[src/rtl/borrow_select_subtractor_seq_if.sv]
// Operand/result bus for the sequential borrow-select subtractor.
// The slave side is the subtractor; the master side is whoever feeds it.
interface borrow_select_subtractor_seq_if #(
    parameter int WIDTH = 8
);
    logic             in_valid;
    logic             in_ready;
    logic [WIDTH-1:0] A;
    logic [WIDTH-1:0] B;
    logic             bin;
    logic             out_valid;
    logic             out_ready;
    logic [WIDTH-1:0] diff;
    logic             borrow;
    logic             ovf;

    modport master (
        output in_valid, A, B, bin, out_ready,
        input  in_ready, out_valid, diff, borrow, ovf
    );

    modport slave (
        input  in_valid, A, B, bin, out_ready,
        output in_ready, out_valid, diff, borrow, ovf
    );
endinterface

[src/rtl/borrow_select_subtractor_seq.sv]
// Multi-cycle subtractor computing A - B - bin one CHUNK-bit slice per clock,
// LSB first; each slice is formed for both borrow-in values and the running borrow picks one.
module borrow_select_subtractor_seq #(
    parameter int WIDTH = 8,
    parameter int CHUNK = 4
) (
    input logic                           clk,
    input logic                           rst_n,
    borrow_select_subtractor_seq_if.slave bus
);
    localparam int NCH  = WIDTH / CHUNK;
    localparam int IDXW = (NCH > 1) ? $clog2(NCH) : 1;
    localparam logic [IDXW-1:0] LAST_IDX = IDXW'(NCH - 1);

    generate
        if (WIDTH % CHUNK != 0) begin : g_bad_chunk
            $error("borrow_select_subtractor_seq: WIDTH must be a multiple of CHUNK");
        end
    endgenerate

    typedef enum logic [1:0] {
        IDLE,
        CALC,
        DONE
    } state_t;

    state_t           state_q, state_d;
    logic [WIDTH-1:0] opA_q, opA_d;
    logic [WIDTH-1:0] opB_q, opB_d;
    logic             runBorrow_q, runBorrow_d;
    logic [IDXW-1:0]  idx_q, idx_d;
    logic [WIDTH-1:0] diff_q, diff_d;
    logic             borrow_q, borrow_d;
    logic             ovf_q, ovf_d;

    logic [CHUNK-1:0] sliceA;
    logic [CHUNK-1:0] sliceB;
    logic [CHUNK:0]   diffNoBorrow;
    logic [CHUNK:0]   diffWithBorrow;
    logic [CHUNK:0]   sliceSel;
    logic             inReady;
    logic             outValid;

    // Both borrow-in candidates for the current slice; the top bit of each is its borrow-out.
    always_comb begin
        sliceA = '0;
        sliceB = '0;
        for (int k = 0; k < NCH; k++) begin
            if (idx_q == IDXW'(k)) begin
                sliceA = opA_q[k*CHUNK +: CHUNK];
                sliceB = opB_q[k*CHUNK +: CHUNK];
            end
        end
        diffNoBorrow   = {1'b0, sliceA} - {1'b0, sliceB};
        diffWithBorrow = diffNoBorrow - (CHUNK+1)'(1);
        sliceSel       = runBorrow_q ? diffWithBorrow : diffNoBorrow;
    end

    always_comb begin
        state_d     = state_q;
        opA_d       = opA_q;
        opB_d       = opB_q;
        runBorrow_d = runBorrow_q;
        idx_d       = idx_q;
        diff_d      = diff_q;
        borrow_d    = borrow_q;
        ovf_d       = ovf_q;
        inReady     = 1'b0;
        outValid    = 1'b0;

        case (state_q)
            IDLE: begin
                inReady = 1'b1;
                if (bus.in_valid) begin
                    opA_d       = bus.A;
                    opB_d       = bus.B;
                    runBorrow_d = bus.bin;
                    idx_d       = '0;
                    state_d     = CALC;
                end
            end
            CALC: begin
                for (int k = 0; k < NCH; k++) begin
                    if (idx_q == IDXW'(k)) begin
                        diff_d[k*CHUNK +: CHUNK] = sliceSel[CHUNK-1:0];
                    end
                end
                runBorrow_d = sliceSel[CHUNK];
                idx_d       = idx_q + IDXW'(1);
                // The last slice holds the sign bit, so overflow is resolved here.
                if (idx_q == LAST_IDX) begin
                    borrow_d = sliceSel[CHUNK];
                    ovf_d    = (opA_q[WIDTH-1] != opB_q[WIDTH-1]) &&
                               (diff_d[WIDTH-1] != opA_q[WIDTH-1]);
                    idx_d    = '0;
                    state_d  = DONE;
                end
            end
            DONE: begin
                outValid = 1'b1;
                if (bus.out_ready) begin
                    state_d = IDLE;
                end
            end
            default: begin
                state_d = IDLE;
            end
        endcase
    end

    always_ff @(posedge clk) begin
        if (!rst_n) begin
            state_q     <= IDLE;
            opA_q       <= '0;
            opB_q       <= '0;
            runBorrow_q <= 1'b0;
            idx_q       <= '0;
            diff_q      <= '0;
            borrow_q    <= 1'b0;
            ovf_q       <= 1'b0;
        end else begin
            state_q     <= state_d;
            opA_q       <= opA_d;
            opB_q       <= opB_d;
            runBorrow_q <= runBorrow_d;
            idx_q       <= idx_d;
            diff_q      <= diff_d;
            borrow_q    <= borrow_d;
            ovf_q       <= ovf_d;
        end
    end

    assign bus.in_ready  = inReady;
    assign bus.out_valid = outValid;
    assign bus.diff      = diff_q;
    assign bus.borrow    = borrow_q;
    assign bus.ovf       = ovf_q;
endmodule

[src/flat_wrapper.sv]
// flat-port wrapper written by rule: the top's interface ports become plain ports
module borrow_select_subtractor_seq_flat 
#(
    parameter int WIDTH = 8,
    parameter int CHUNK = 4
)
  (clk, rst_n, bus_in_valid, bus_A, bus_B, bus_bin, bus_out_ready, bus_in_ready, bus_out_valid, bus_diff, bus_borrow, bus_ovf);
  borrow_select_subtractor_seq_if #(.WIDTH(WIDTH)) bus_i ();
  input logic clk;
  input logic rst_n;
  input wire logic [$bits(bus_i.in_valid)-1:0] bus_in_valid;
  input wire logic [$bits(bus_i.A)-1:0] bus_A;
  input wire logic [$bits(bus_i.B)-1:0] bus_B;
  input wire logic [$bits(bus_i.bin)-1:0] bus_bin;
  input wire logic [$bits(bus_i.out_ready)-1:0] bus_out_ready;
  output wire logic [$bits(bus_i.in_ready)-1:0] bus_in_ready;
  output wire logic [$bits(bus_i.out_valid)-1:0] bus_out_valid;
  output wire logic [$bits(bus_i.diff)-1:0] bus_diff;
  output wire logic [$bits(bus_i.borrow)-1:0] bus_borrow;
  output wire logic [$bits(bus_i.ovf)-1:0] bus_ovf;
  assign bus_i.in_valid = bus_in_valid;
  assign bus_i.A = bus_A;
  assign bus_i.B = bus_B;
  assign bus_i.bin = bus_bin;
  assign bus_i.out_ready = bus_out_ready;
  assign bus_in_ready = bus_i.in_ready;
  assign bus_out_valid = bus_i.out_valid;
  assign bus_diff = bus_i.diff;
  assign bus_borrow = bus_i.borrow;
  assign bus_ovf = bus_i.ovf;
  borrow_select_subtractor_seq #(.WIDTH(WIDTH), .CHUNK(CHUNK)) u_core (.clk(clk), .rst_n(rst_n), .bus(bus_i));
endmodule
[config.mk]
export PLATFORM = sky130hd
export DESIGN_NAME = borrow_select_subtractor_seq_flat
export DESIGN_NICKNAME = d
export VERILOG_FILES = /design/src/rtl/borrow_select_subtractor_seq_if.sv /design/src/rtl/borrow_select_subtractor_seq.sv /design/src/flat_wrapper.sv
export SDC_FILE = /design/constraint.sdc
export NUM_CORES = 1
export LEC_CHECK = 0
export ABC_AREA = 1
export CELL_PAD_IN_SITES_DETAIL_PLACEMENT = 0
export CELL_PAD_IN_SITES_GLOBAL_PLACEMENT = 1
export CORE_UTILIZATION = 40
export CTS_BUF_LIST = sky130_fd_sc_hd__clkbuf_8
export DETAILED_ROUTE_END_ITERATION = 8
export DONT_BUFFER_PORTS = 1
export HOLD_SLACK_MARGIN = 0.12
export PLACE_DENSITY_LB_ADDON = 0.1
export REMOVE_ABC_BUFFERS = 1
export SYNTH_ARGS = -nofsm -noshare
export SYNTH_HDL_FRONTEND = slang
export SYNTH_SLANG_ARGS = --single-unit
[constraint.sdc]
create_clock -name clk -period 2.3 [get_ports clk]
set_input_delay 0.46 -clock clk [delete_from_list [all_inputs] [get_ports clk]]
set_output_delay 0.46 -clock clk [all_outputs]
set_load 0.02 [all_outputs]
==> summary.md <==
| Metric | Value |
|---|---|
| GP Congestion | `0.831` |
| HP Class | `primary input to flop` |
| Synth top area share | `0.396` |
| Crit end category | `flop` |
| Synthesized area | `0.00152 mm²` |
| Worst rel slew slack | `0.720` |
| Startpoint class of the critical path | `flop` |
| Clock-pin slew on the worst setup and hold paths | `60 ps` |
| H-tree depth | `2` |
| Ranking of synthesized cells by area | `dfxtp_1 40%, nor2_1 9.4%, o21ai_0 7.6%, nand2_1 7.4%, inv_1 4.5%` |
| Dpl hpwl | `2410 µm` |
| Critical path's most frequent cell | `nand3_2` |
| Static Leak | `0.767 nW` |
| Slowest stage cell, crit path | `fa_2` |
| Clock skew | `4.17 ps` |
| Fraction of layout cells with a size suffix above 1 | `0.209` |
| Die width | `63.6 µm` |
| Seq/Total Area, Yosys | `0.396` |
| CTS tree | `built` |
| DRC errors left | `0` |
| Worst Path Arrival | `2460 ps` |
| Initial core utilization | `0.415` |
| Most used DFF post-synth | `dfxtp_1` |
| Critical Path, Cell by Cell | `buf_4, mux2i_2, ha_2, fa_2, buf_4, nand2_1, nor2_2, nand3_2, nand2_2, nand2_2, nand3_2, nand3_2, a21oi_2` |
| DP Cell Count | `257` |
| Ys Warns | `0` |
| Boundary pin count | `33` |
| Worst reg2reg setup slack | `70 ps` |
| Slew Limit Fails | `0` |
| Num CTS Buffers | `5` |
| Die H | `63.6 µm` |
| Total GRT Usage | `0.185` |
| Synth Instances | `211` |
| Worst-Skew Late Latency | `280 ps` |
| Vias per Instance | `4.88` |
| Vias in the first global route | `1,250` |
| Peak VDD IR | `0.320 mV` |
| Grt total ovfl | `0` |
| WL/cell | `12.6 µm` |
| Drt total wl | `3360 µm` |
| Synth Register Bits | `30` |
| Final setup violation count | `0` |
| Tmin final | `2230 ps` |
| Outcome | `completed` |
| Critical path type | `flop to flop` |
| Initial antenna violation count | `0` |
| Post-synth ARST share | `0` |
| Area Overhead vs Synth | `13.2%` |
| Post-Layout Cell Count | `268` |
| CTS sink count | `30` |
| Most frequent cell after synthesis | `nor2_1` |
| Iter 0 DRT Violations | `37` |
| Final Hold Viols | `0` |
| Synth Area per Inst | `7.19 µm²` |
| Largest net degree at the start of global routing | `27` |
| CTS max path bufs | `2` |
| Worst-path fanout max | `4` |
| Area of the core | `0.00366 mm²` |
| Worst EP required | `2520 ps` |
| Worst R2R Start | `u_core.idx_q` |
| Die ar. | `0.00404 mm²` |
| Site row count | `22` |
| Fin crit share | `0.972` |
| Critical Path Max Stage Delay | `560 ps` |
| Max-cap violations | `0` |
| Root Buffer | `clkbuf_8` |
| Setup crit end | `u_core.bus.ovf` |
| Commonest cells in the netlist | `38 x nor2_1, 30 x dfxtp_1, 30 x nand2_1` |
| Area leader, netlist | `dfxtp_1` |
| Max Fclk | `0.447 GHz` |
| Worst Tran Pin Value | `419 ps` |
| # hold bufs at CTS | `0` |
| Number of synthesized flops with an enable pin | `0` |
| Worst Setup SP | `u_core.idx_q` |
| Antenna cells | `0` |
| First-pass GRT wire length | `5550 µm` |
| Power density cells | `855 mW/mm²` |
| NumNets Final | `246` |
| First-pass DRT Iterations | `4` |
| Vias | `1,307` |
| R2r worst-path depth | `13` |
| Total power | `1.47 mW` |
| # port buffers | `0` |
| Post-route antenna net violation count | `0` |
| Yosys cell types | `27` |
| RR Endpoint | `u_core.bus.ovf` |
power by group:
| part | switching, mW | total, mW | internal [mW] |
|---|---|---|---|
| sequential | 0.0450 | 0.611 | 0.566 |
| clock | 0.188 | 0.425 | 0.236 |
| combinational | 0.267 | 0.434 | 0.167 |
layout by cell type, fill, tap and decap left out, drive strengths merged, types with 2 or more instances in the layout:
master / n
a21oi: 13
buf: 7
clkbuf: 6
clkinv: 2
dfxtp: 30
ha: 5
inv: 26
mux2i: 2
nand2: 35
nand3: 12
nor2: 43
o21a: 2
o21ai: 31
or2: 2
stage by stage:
step / TNS, ps / setup WS (ps) / cell area, µm² / utilization / hold WS [ps]
after detailed placement: 0 / 55.9 / 1580 / 0.431 / 468
after global routing: -63.3 / -22.3 / 1720 / 0.469 / 299
after global placement: 0 / 136 / 1580 / 0.431 / 465
final: 0 / 65.1 / 1720 / 0.469 / 298
after floorplan: -209 / -109 / 1490 / - / 447
after CTS: 0 / 43.1 / 1670 / 0.456 / 290
worst min-delay path by stage:
| stage | from | to | slack, ps | cells past startpoint |
|---|---|---|---|---|
| 2_1_floorplan | u_core.opA_q[5] | u_core.opA_q[5] | 450 | 2 |
| 3_3_place_gp | u_core.opB_q[3] | u_core.opB_q[3] | 470 | 2 |
| 3_5_place_dp | u_core.opB_q[3] | u_core.opB_q[3] | 470 | 2 |
| 4_1_cts | rst_n | u_core.runBorrow_q | 290 | 2 |
| 5_1_grt | rst_n | u_core.runBorrow_q | 300 | 2 |
| 6_report | rst_n | u_core.runBorrow_q | 300 | 2 |
flip-flops by register name, summed over array words and instances (netlist names):
name,cells
u_core.bus.ovf,1
u_core.opB_q,8
u_core.idx_q,1
u_core.bus.diff,8
u_core.bus.borrow,1
u_core.state_q,2
u_core.runBorrow_q,1
u_core.opA_q,8
logic make-up (layout without fill, tap and decap cells):
logic type | count (synthesis) | after routing | share of synthesized area
multiplexers | 2 | 2 | 0.0132
XOR/XNOR | 1 | 1 | 0.00577
AND/OR/NAND/NOR | 93 | 93 | 0.281
buffers and inverters | 32 | 41 | 0.0849
adder cells (fa/ha/maj) | 6 | 6 | 0.0544
AO/OA/AOI/OAI | 47 | 47 | 0.165
flip-flops | 30 | 30 | 0.396
area by class of cell:
cell class	count	area, µm²
clock buffer	6	82.6
clock inverter	2	8.76
fill	392	1940
inverter	26	97.6
multi-input combinational	149	815
sequential	30	602
tap	48	60.1
timing repair buffer	7	52.6
critical path: cells and delay by family, from the launching register on:
kind                     cells  cell delay, ps
AO/OA/AOI/OAI                1             110
adder cells (fa/ha/maj)      2             750
buffers and inverters        2             270
flip-flops                   1             330
multiplexers                 1             150
AND/OR/NAND/NOR              7             560
what timing repair did:
action                                  CTS  global route
setup buffers                             0             3
endpoints found under the hold margin     0             0
gates resized for setup                   0             9
endpoints found under the setup margin    0             5
routing by layer:
metal	part of all wire	up-vias	global-route usage
met4	0.016	0	0.0767
met5	0	-	0
met2	0.45	33	0.295
li1	-	689	-
met3	0.054	5	0.0652
met1	0.48	580	0.223
(Power assumes the default switching activity.)
